[src/rtl/online_result_converter.sv]
// MSDF radix-2 signed-digit to two's-complement converter for the online multiplier's result stream.
// Q/QM on-the-fly conversion: leading SKIP digits are dropped, the next N digits form the result.
module online_result_converter #(
    parameter int N    = 8,
    parameter int SKIP = 3
) (
    input  logic         clk,
    input  logic         rst,
    input  logic         start,
    input  logic         digit_valid,
    input  logic [1:0]   digit,
    output logic         busy,
    output logic [N:0]   result,
    output logic         result_valid,
    output logic         digit_err
);

    localparam int MAXC = (N > SKIP) ? N : SKIP;
    localparam int CW   = $clog2(MAXC + 1);
    localparam logic [CW-1:0] SKIP_LAST = (SKIP > 0) ? CW'(SKIP - 1) : '0;
    localparam logic [CW-1:0] CONV_LAST = CW'(N - 1);

    typedef enum logic [1:0] {
        S_IDLE,
        S_SKIP,
        S_CONV,
        S_DONE
    } state_t;

    state_t        state_q, state_d;
    logic [CW-1:0] cnt_q, cnt_d;
    logic [N:0]    q_q, q_d;
    logic [N:0]    qm_q, qm_d;
    logic          err_q, err_d;
    logic [N:0]    result_q, result_d;
    logic          derr_q, derr_d;

    logic [N:0]    q_nxt, qm_nxt;
    logic          err_nxt;

    // One conversion step; an illegal 11 digit is treated as zero but flagged.
    always_comb begin
        q_nxt   = {q_q[N-1:0], 1'b0};
        qm_nxt  = {qm_q[N-1:0], 1'b1};
        err_nxt = err_q;
        case (digit)
            2'b10: begin
                q_nxt  = {q_q[N-1:0], 1'b1};
                qm_nxt = {q_q[N-1:0], 1'b0};
            end
            2'b01: begin
                q_nxt  = {qm_q[N-1:0], 1'b1};
                qm_nxt = {qm_q[N-1:0], 1'b0};
            end
            2'b11:   err_nxt = 1'b1;
            default: ;
        endcase
    end

    always_comb begin
        state_d  = state_q;
        cnt_d    = cnt_q;
        q_d      = q_q;
        qm_d     = qm_q;
        err_d    = err_q;
        result_d = result_q;
        derr_d   = derr_q;

        if (start) begin
            // start wins over any same-cycle digit, in every state
            state_d = (SKIP == 0) ? S_CONV : S_SKIP;
            cnt_d   = '0;
            q_d     = '0;
            qm_d    = '1;
            err_d   = 1'b0;
        end else begin
            case (state_q)
                S_SKIP: begin
                    if (digit_valid) begin
                        if (cnt_q == SKIP_LAST) begin
                            state_d = S_CONV;
                            cnt_d   = '0;
                        end else begin
                            cnt_d = cnt_q + 1'b1;
                        end
                    end
                end
                S_CONV: begin
                    if (digit_valid) begin
                        q_d   = q_nxt;
                        qm_d  = qm_nxt;
                        err_d = err_nxt;
                        if (cnt_q == CONV_LAST) begin
                            state_d  = S_DONE;
                            result_d = q_nxt;
                            derr_d   = err_nxt;
                        end else begin
                            cnt_d = cnt_q + 1'b1;
                        end
                    end
                end
                S_DONE:  state_d = S_IDLE;
                default: ;
            endcase
        end
    end

    always_ff @(posedge clk) begin
        if (rst) begin
            state_q  <= S_IDLE;
            cnt_q    <= '0;
            q_q      <= '0;
            qm_q     <= '1;
            err_q    <= 1'b0;
            result_q <= '0;
            derr_q   <= 1'b0;
        end else begin
            state_q  <= state_d;
            cnt_q    <= cnt_d;
            q_q      <= q_d;
            qm_q     <= qm_d;
            err_q    <= err_d;
            result_q <= result_d;
            derr_q   <= derr_d;
        end
    end

    assign busy         = (state_q == S_SKIP) || (state_q == S_CONV);
    assign result_valid = (state_q == S_DONE);
    assign result       = result_q;
    assign digit_err    = derr_q;

endmodule

[config.mk]
export PLATFORM = sky130hd
export DESIGN_NAME = online_result_converter
export DESIGN_NICKNAME = d
export VERILOG_FILES = /design/src/rtl/online_result_converter.sv
export SDC_FILE = /design/constraint.sdc
export NUM_CORES = 1
export LEC_CHECK = 0
export ABC_AREA = 0
export CELL_PAD_IN_SITES_DETAIL_PLACEMENT = 1
export CELL_PAD_IN_SITES_GLOBAL_PLACEMENT = 1
export CORE_UTILIZATION = 38
export DETAILED_ROUTE_END_ITERATION = 6
export PLACE_DENSITY = 0.71
export SLEW_MARGIN = 0
export SYNTH_ARGS = -nofsm -noshare
export SYNTH_HDL_FRONTEND = slang
export SYNTH_SLANG_ARGS = --single-unit
[constraint.sdc]
create_clock -name clk -period 1.81 [get_ports clk]
set_clock_uncertainty 0.1 [all_clocks]
set_input_delay 0.362 -clock clk [delete_from_list [all_inputs] [get_ports clk]]
set_output_delay 0.362 -clock clk [all_outputs]
set_load 0.05 [all_outputs]
==> impl_metrics.json, run 1 <==
{
  "wl_per_cell_um": 17.5,
  "holdPathEnd": "err_q",
  "netlist_area_mm2": 0.00162,
  "h-tree-depth": 2,
  "total_power_uw": 1710,
  "n_antenna_cell": 0,
  "rows": 23,
  "arrival_ns": 1.27,
  "gp_congestion": 0.790,
  "nets": 222,
  "die_h_um": 67.3,
  "crit_slowest_cell": "dfxtp_2",
  "crit_chain": "inv_1, ha_1, buf_12",
  "yosysTopAreaCellShare": 0.408,
  "period_needed_ns": 1.73,
  "maxCapViolCount": 0,
  "drc_errors": 0,
  "post-synth-top-count-cell": "dfxtp_1",
  "crit_fanout": 5,
  "critPathMaxStageDelay_ns": 0.39,
  "synth_edf_count": 0,
  "hold_buffers": 0,
  "async_flop_share": 0,
  "synth_commonest_cells": "33 x dfxtp_1, 31 x nor2_1, 10 x a211oi_2, 10 x ha_1, 9 x o21ai_0",
  "critPathKind": "reg -> out",
  "crit_path_end_kind": "primary output",
  "ys.warnings.count": 0,
  "final_core_util": 0.547,
  "synth.avg_cell_area_um2": 9.35,
  "grt_pass1_wl_um": 7310,
  "post-cts-setup-buffers": 0,
  "hold_start": "err_q",
  "vdd_drop_max_uv": 434,
  "yosys.area.top_type": "dfxtp_1",
  "area_growth_pct": 37.2,
  "hold_viol": 0,
  "path_delay_family": "flip-flops",
  "syn_nets": 189,
  "post-route-period-util": 0.955,
  "clkTransAtPathRegs_ns": 0.07,
  "ant_nets": 0,
  "worst_setup_path_start_kind": "register",
  "fillerInstances": 442,
  "worst_slew_pin_slew_ns": 0.419,
  "track_usage": 0.225,
  "cts_buffer_depth": 2,
  "grt_max_degree": 25,
  "synthFlopType": "dfxtp_1",
  "start_util": 0.399,
  "path_buf_inv": 2,
  "reg2regPathDepth": 7,
  "fmax_mhz": 579,
  "rrSetupSlack_ns": 0.10,
  "worstPathRequired_ns": 1.35,
  "grt-ovfl-total": 0,
  "synthDistinctLibCells": 38,
  "holdPathStages": 2,
  "antenna_found_initial": 0,
  "cts_buffers": 5,
  "clkLatencyLatePin_ns": 0.29,
  "slew_headroom": 0.720,
  "drt_wl_total_um": 4500,
  "leakagePower_uw": 0.000821,
  "power_density_mw_per_mm2": 772,
  "ios": 18,
  "synth-seq-cells": 33,
  "via_per_inst": 5.49,
  "seq_area_frac_synth": 0.408,
  "vias": 1410,
  "die_x_um": 67.3,
  "clock_sinks": 33,
  "status": "completed",
  "core_area_mm2": 0.00406,
  "min_path_type": "reg -> reg",
  "synth_area_leaders": "dfxtp_1 41%, a211oi_2 7.7%, ha_1 7.7%, nor2_1 7.2%, a221oi_1 3.8%",
  "grt_pass1_vias": 1455,
  "finalMaxSlewViolations": 0,
  "first_pass_iters": 4,
  "drive_gt1_frac": 0.391,
  "drt_iter0_drc": 103,
  "finalSetupViolations": 0,
  "root_buffer": "clkbuf_8",
  "io_buffers": 17,
  "place_area_mm2": 0.00196,
  "hold_ws_ns": 0.399,
  "dieArea_mm2": 0.00452,
  "r2r_end": "result[2]",
  "cts_tree": "built",
  "fin_area_mm2": 0.00222,
  "netlist_instances": 173,
  "timing.rr.start": "state_q[0]",
  "place_hpwl_um": 3040
}
repair_timing:
| action | in CTS | in global routing |
|---|---|---|
| setup endpoints to repair | 24 | 27 |
| resized for setup | 18 | 16 |
| pin swaps | 0 | 5 |
placed cells by master, fill, tap and decap left out, types with 2 or more instances in the layout:
cell and instances:
nand2_1 5, dfxtp_1 32, or2_4 2, o21ai_1 2
nor2_1 31, or2_2 2, ha_1 6, a211oi_2 11
o21a_1 2, o21ai_0 7, a221oi_2 7, ha_4 2
ha_2 2, inv_1 7, clkdlybuf4s50_1 3, a22oi_2 8
buf_12 4, buf_4 28, nor2b_4 2, a21oi_1 4
clkbuf_8 6, a211oi_1 6, nor2b_1 2
metal layers:
layer	vias to the layer above	part of all wire	global-route usage
li1	686	-	-
met1	691	0.47	0.291
met2	27	0.47	0.354
met3	6	0.037	0.0591
met4	0	0.017	0.0931
met5	-	0	0
cells by family (layout without fill, tap and decap cells):
logic type,after synthesis,after routing,share of synthesized area
adders and majority gates,10,10,0.0773
and+or+nand+nor,55,55,0.169
xor gates and xnor gates,2,2,0.0108
buffers and inverters,18,52,0.0565
AOI/OAI and AO/OA,54,54,0.271
DFF,33,33,0.408
muxes,1,1,0.00619
worst max-delay path by stage:
stage	start	end	slack (ns)	cells after the start
floorplan	digit[0]	qm_q[1]	0.04	6
global placement	digit[0]	q_q[5]	-0.47	6
detailed placement	digit[0]	q_q[6]	-0.54	6
CTS	state_q[1]	result[2]	-0.03	6
global route	state_q[0]	result[2]	-0.01	7
finish	state_q[1]	busy	0.08	3
metrics by stage:
| step | setup TNS, ns | std cells | worst slack [ns] |
|---|---|---|---|
| floorplan | 0 | 173 | 0.0450 |
| global placement | -9.74 | 249 | -0.473 |
| finish | 0 | 257 | 0.0815 |
| global route | -0.0124 | 257 | -0.0124 |
| CTS | -0.0598 | 257 | -0.0344 |
| detailed placement | -10.90 | 249 | -0.539 |
layout make-up:
type                       instances  area (um^2)  area share
multi-input combinational        122         1010       0.455
clock inverter                     1         30.0      0.0135
timing repair buffer              37          342       0.154
inverter                           7         26.3      0.0118
clock buffer                       7         86.3      0.0389
sequential                        33          662       0.298
tap                               50         62.6      0.0282
worst min-delay path: cells and delay by family (launching register included):
| family | cells | cell delay (ns) |
|---|---|---|
| flops | 1 | 0.34 |
| simple gates | 1 | 0.07 |
| compound gates | 1 | 0.05 |
state kept, by name, indices dropped and copies added, names as in the netlist:
| signal | cells |
|---|---|
| cnt_q | 4 |
| digit_err | 1 |
| err_q | 1 |
| q_q | 8 |
| qm_q | 8 |
| result | 9 |
| state_q | 2 |
power breakdown:
part,switching [uW],internal (uW)
Combinational,136,111
Clock,275,449
Sequential,9.26,734
Power figures use the tool's default switching activity.
==> inputs of run 2 (changes only) <==
- TNS_END_PERCENT: unset -> 10
==> impl_metrics.json, run 2 (synthesized netlist as in run 1, its figures left out) <==
{
  "rows": 23,
  "multi_input_area_mm2": 0.00104,
  "cts_buffers": 5,
  "track_usage": 0.230,
  "first_pass_iters": 4,
  "power_density_mw_per_mm2": 770,
  "period_needed_ns": 1.78,
  "layout_common_cells": "32 x dfxtp_1, 31 x nor2_1, 28 x buf_4, 17 x a211oi_2",
  "critPathKind": "reg -> reg",
  "clkLatencyLatePin_ns": 0.29,
  "drive_gt1_frac": 0.415,
  "rsz0062_at_grt": "true",
  "grt-ovfl-total": 0,
  "holdPathStages": 2,
  "drc_errors": 0,
  "root_buffer": "clkbuf_8",
  "die_x_um": 67.3,
  "drt_iter0_drc": 88,
  "crit_slowest_cell": "dfxtp_2",
  "worst_setup_path_start_kind": "register",
  "grt_max_degree": 25,
  "vias": 1439,
  "post-route-period-util": 0.982,
  "finalSetupViolations": 0,
  "fmax_mhz": 562,
  "crit_chain": "inv_1, ha_2, and3b_1, o21ai_2, or2_0, a311oi_1",
  "core_area_mm2": 0.00406,
  "via_per_inst": 5.60,
  "post-cts-setup-buffers": 0,
  "largest_register_ff_count": 9,
  "h-tree-depth": 2,
  "fillerInstances": 441,
  "io_buffers": 17,
  "ant_nets": 0,
  "finalMaxSlewViolations": 0,
  "grt_pass1_vias": 1488,
  "mostFrequentLayoutCell": "dfxtp_1",
  "nets": 222,
  "maxCapViolCount": 0,
  "ios": 18,
  "worstPathRequired_ns": 1.90,
  "reg2regPathDepth": 6,
  "hold_viol": 0,
  "crit_path_end_kind": "register",
  "vdd_drop_max_uv": 435,
  "final_core_util": 0.554,
  "seq_area_um2": 662,
  "drt_wl_total_um": 4870,
  "wl_per_cell_um": 19.0,
  "clock_sinks": 33,
  "min_path_type": "reg -> reg",
  "critPathMaxStageDelay_ns": 0.39,
  "n_antenna_cell": 0,
  "arrival_ns": 1.87,
  "status": "completed",
  "antenna_found_initial": 0,
  "crit_fanout": 6,
  "dieArea_mm2": 0.00452,
  "slew_headroom": 0.724,
  "hold_ws_ns": 0.396,
  "start_util": 0.399,
  "cts_buffer_depth": 2,
  "gp_congestion": 0.790,
  "place_hpwl_um": 3040,
  "area_growth_pct": 38.8,
  "die_h_um": 67.3,
  "worst_slew_pin_slew_ns": 0.413,
  "grt_pass1_wl_um": 7490,
  "cts_tree": "built",
  "leakagePower_uw": 0.000822,
  "clkTransAtPathRegs_ns": 0.07
}
## run 2: path summary, 6_finish.rpt
| check | from | end | slack, ns |
|---|---|---|---|
| worst max register to register | state_q[1] | state_q[0] | 0.03 |
| worst max-delay path | state_q[1] | state_q[0] | 0.03 |
| worst min-delay path | err_q | err_q | 0.40 |
| worst min register to register | err_q | err_q | 0.40 |
## run 2: per-stage QoR
step / instances / worst slack (ns) / power [uW] / instance area (um^2) / setup TNS [ns]
floorplan: 173 / 0.0450 / 875 / 1620 / 0
global placement: 249 / -0.473 / 956 / 1960 / -9.74
detailed placement: 249 / -0.539 / 965 / 1960 / -10.90
CTS: 257 / -0.0344 / 1710 / 2130 / -0.183
global route: 257 / -0.0473 / 1780 / 2250 / -0.0879
finish: 257 / 0.0318 / 1730 / 2250 / 0
## run 2: layer usage
metal	wire length, um	share of wire	GRT usage
met1	2190	0.45	0.291
met2	2450	0.50	0.370
met3	169	0.035	0.0591
met4	73	0.015	0.0931
met5	0	0	0
## run 2: layout make-up
cell class,instances,area share
clock inverter,1,0.0134
multi-input combinational,122,0.461
timing repair buffer,37,0.153
tap,50,0.0279
clock buffer,7,0.0384
inverter,7,0.0117
sequential,33,0.295
## run 2: power by group
group,switching (uW),internal [uW]
registers,9.17,734
logic,144,113
clock network,281,449
total,434,1300
## run 2: timing repair
item                       in CTS  in global routing
gates resized for setup        14                 25
setup endpoints to repair      24                 27
pin swaps                       0                 11
hold buffers                    0                  0
## run 2: worst max-delay path: cells and delay by family (launching register included)
kind,cells,cell delay [ns]
AO/OA/AOI/OAI,2,0.38
adder cells (fa/ha/maj),1,0.22
buffers and inverters,1,0.09
flip-flops,1,0.39
AND/OR/NAND/NOR,2,0.50
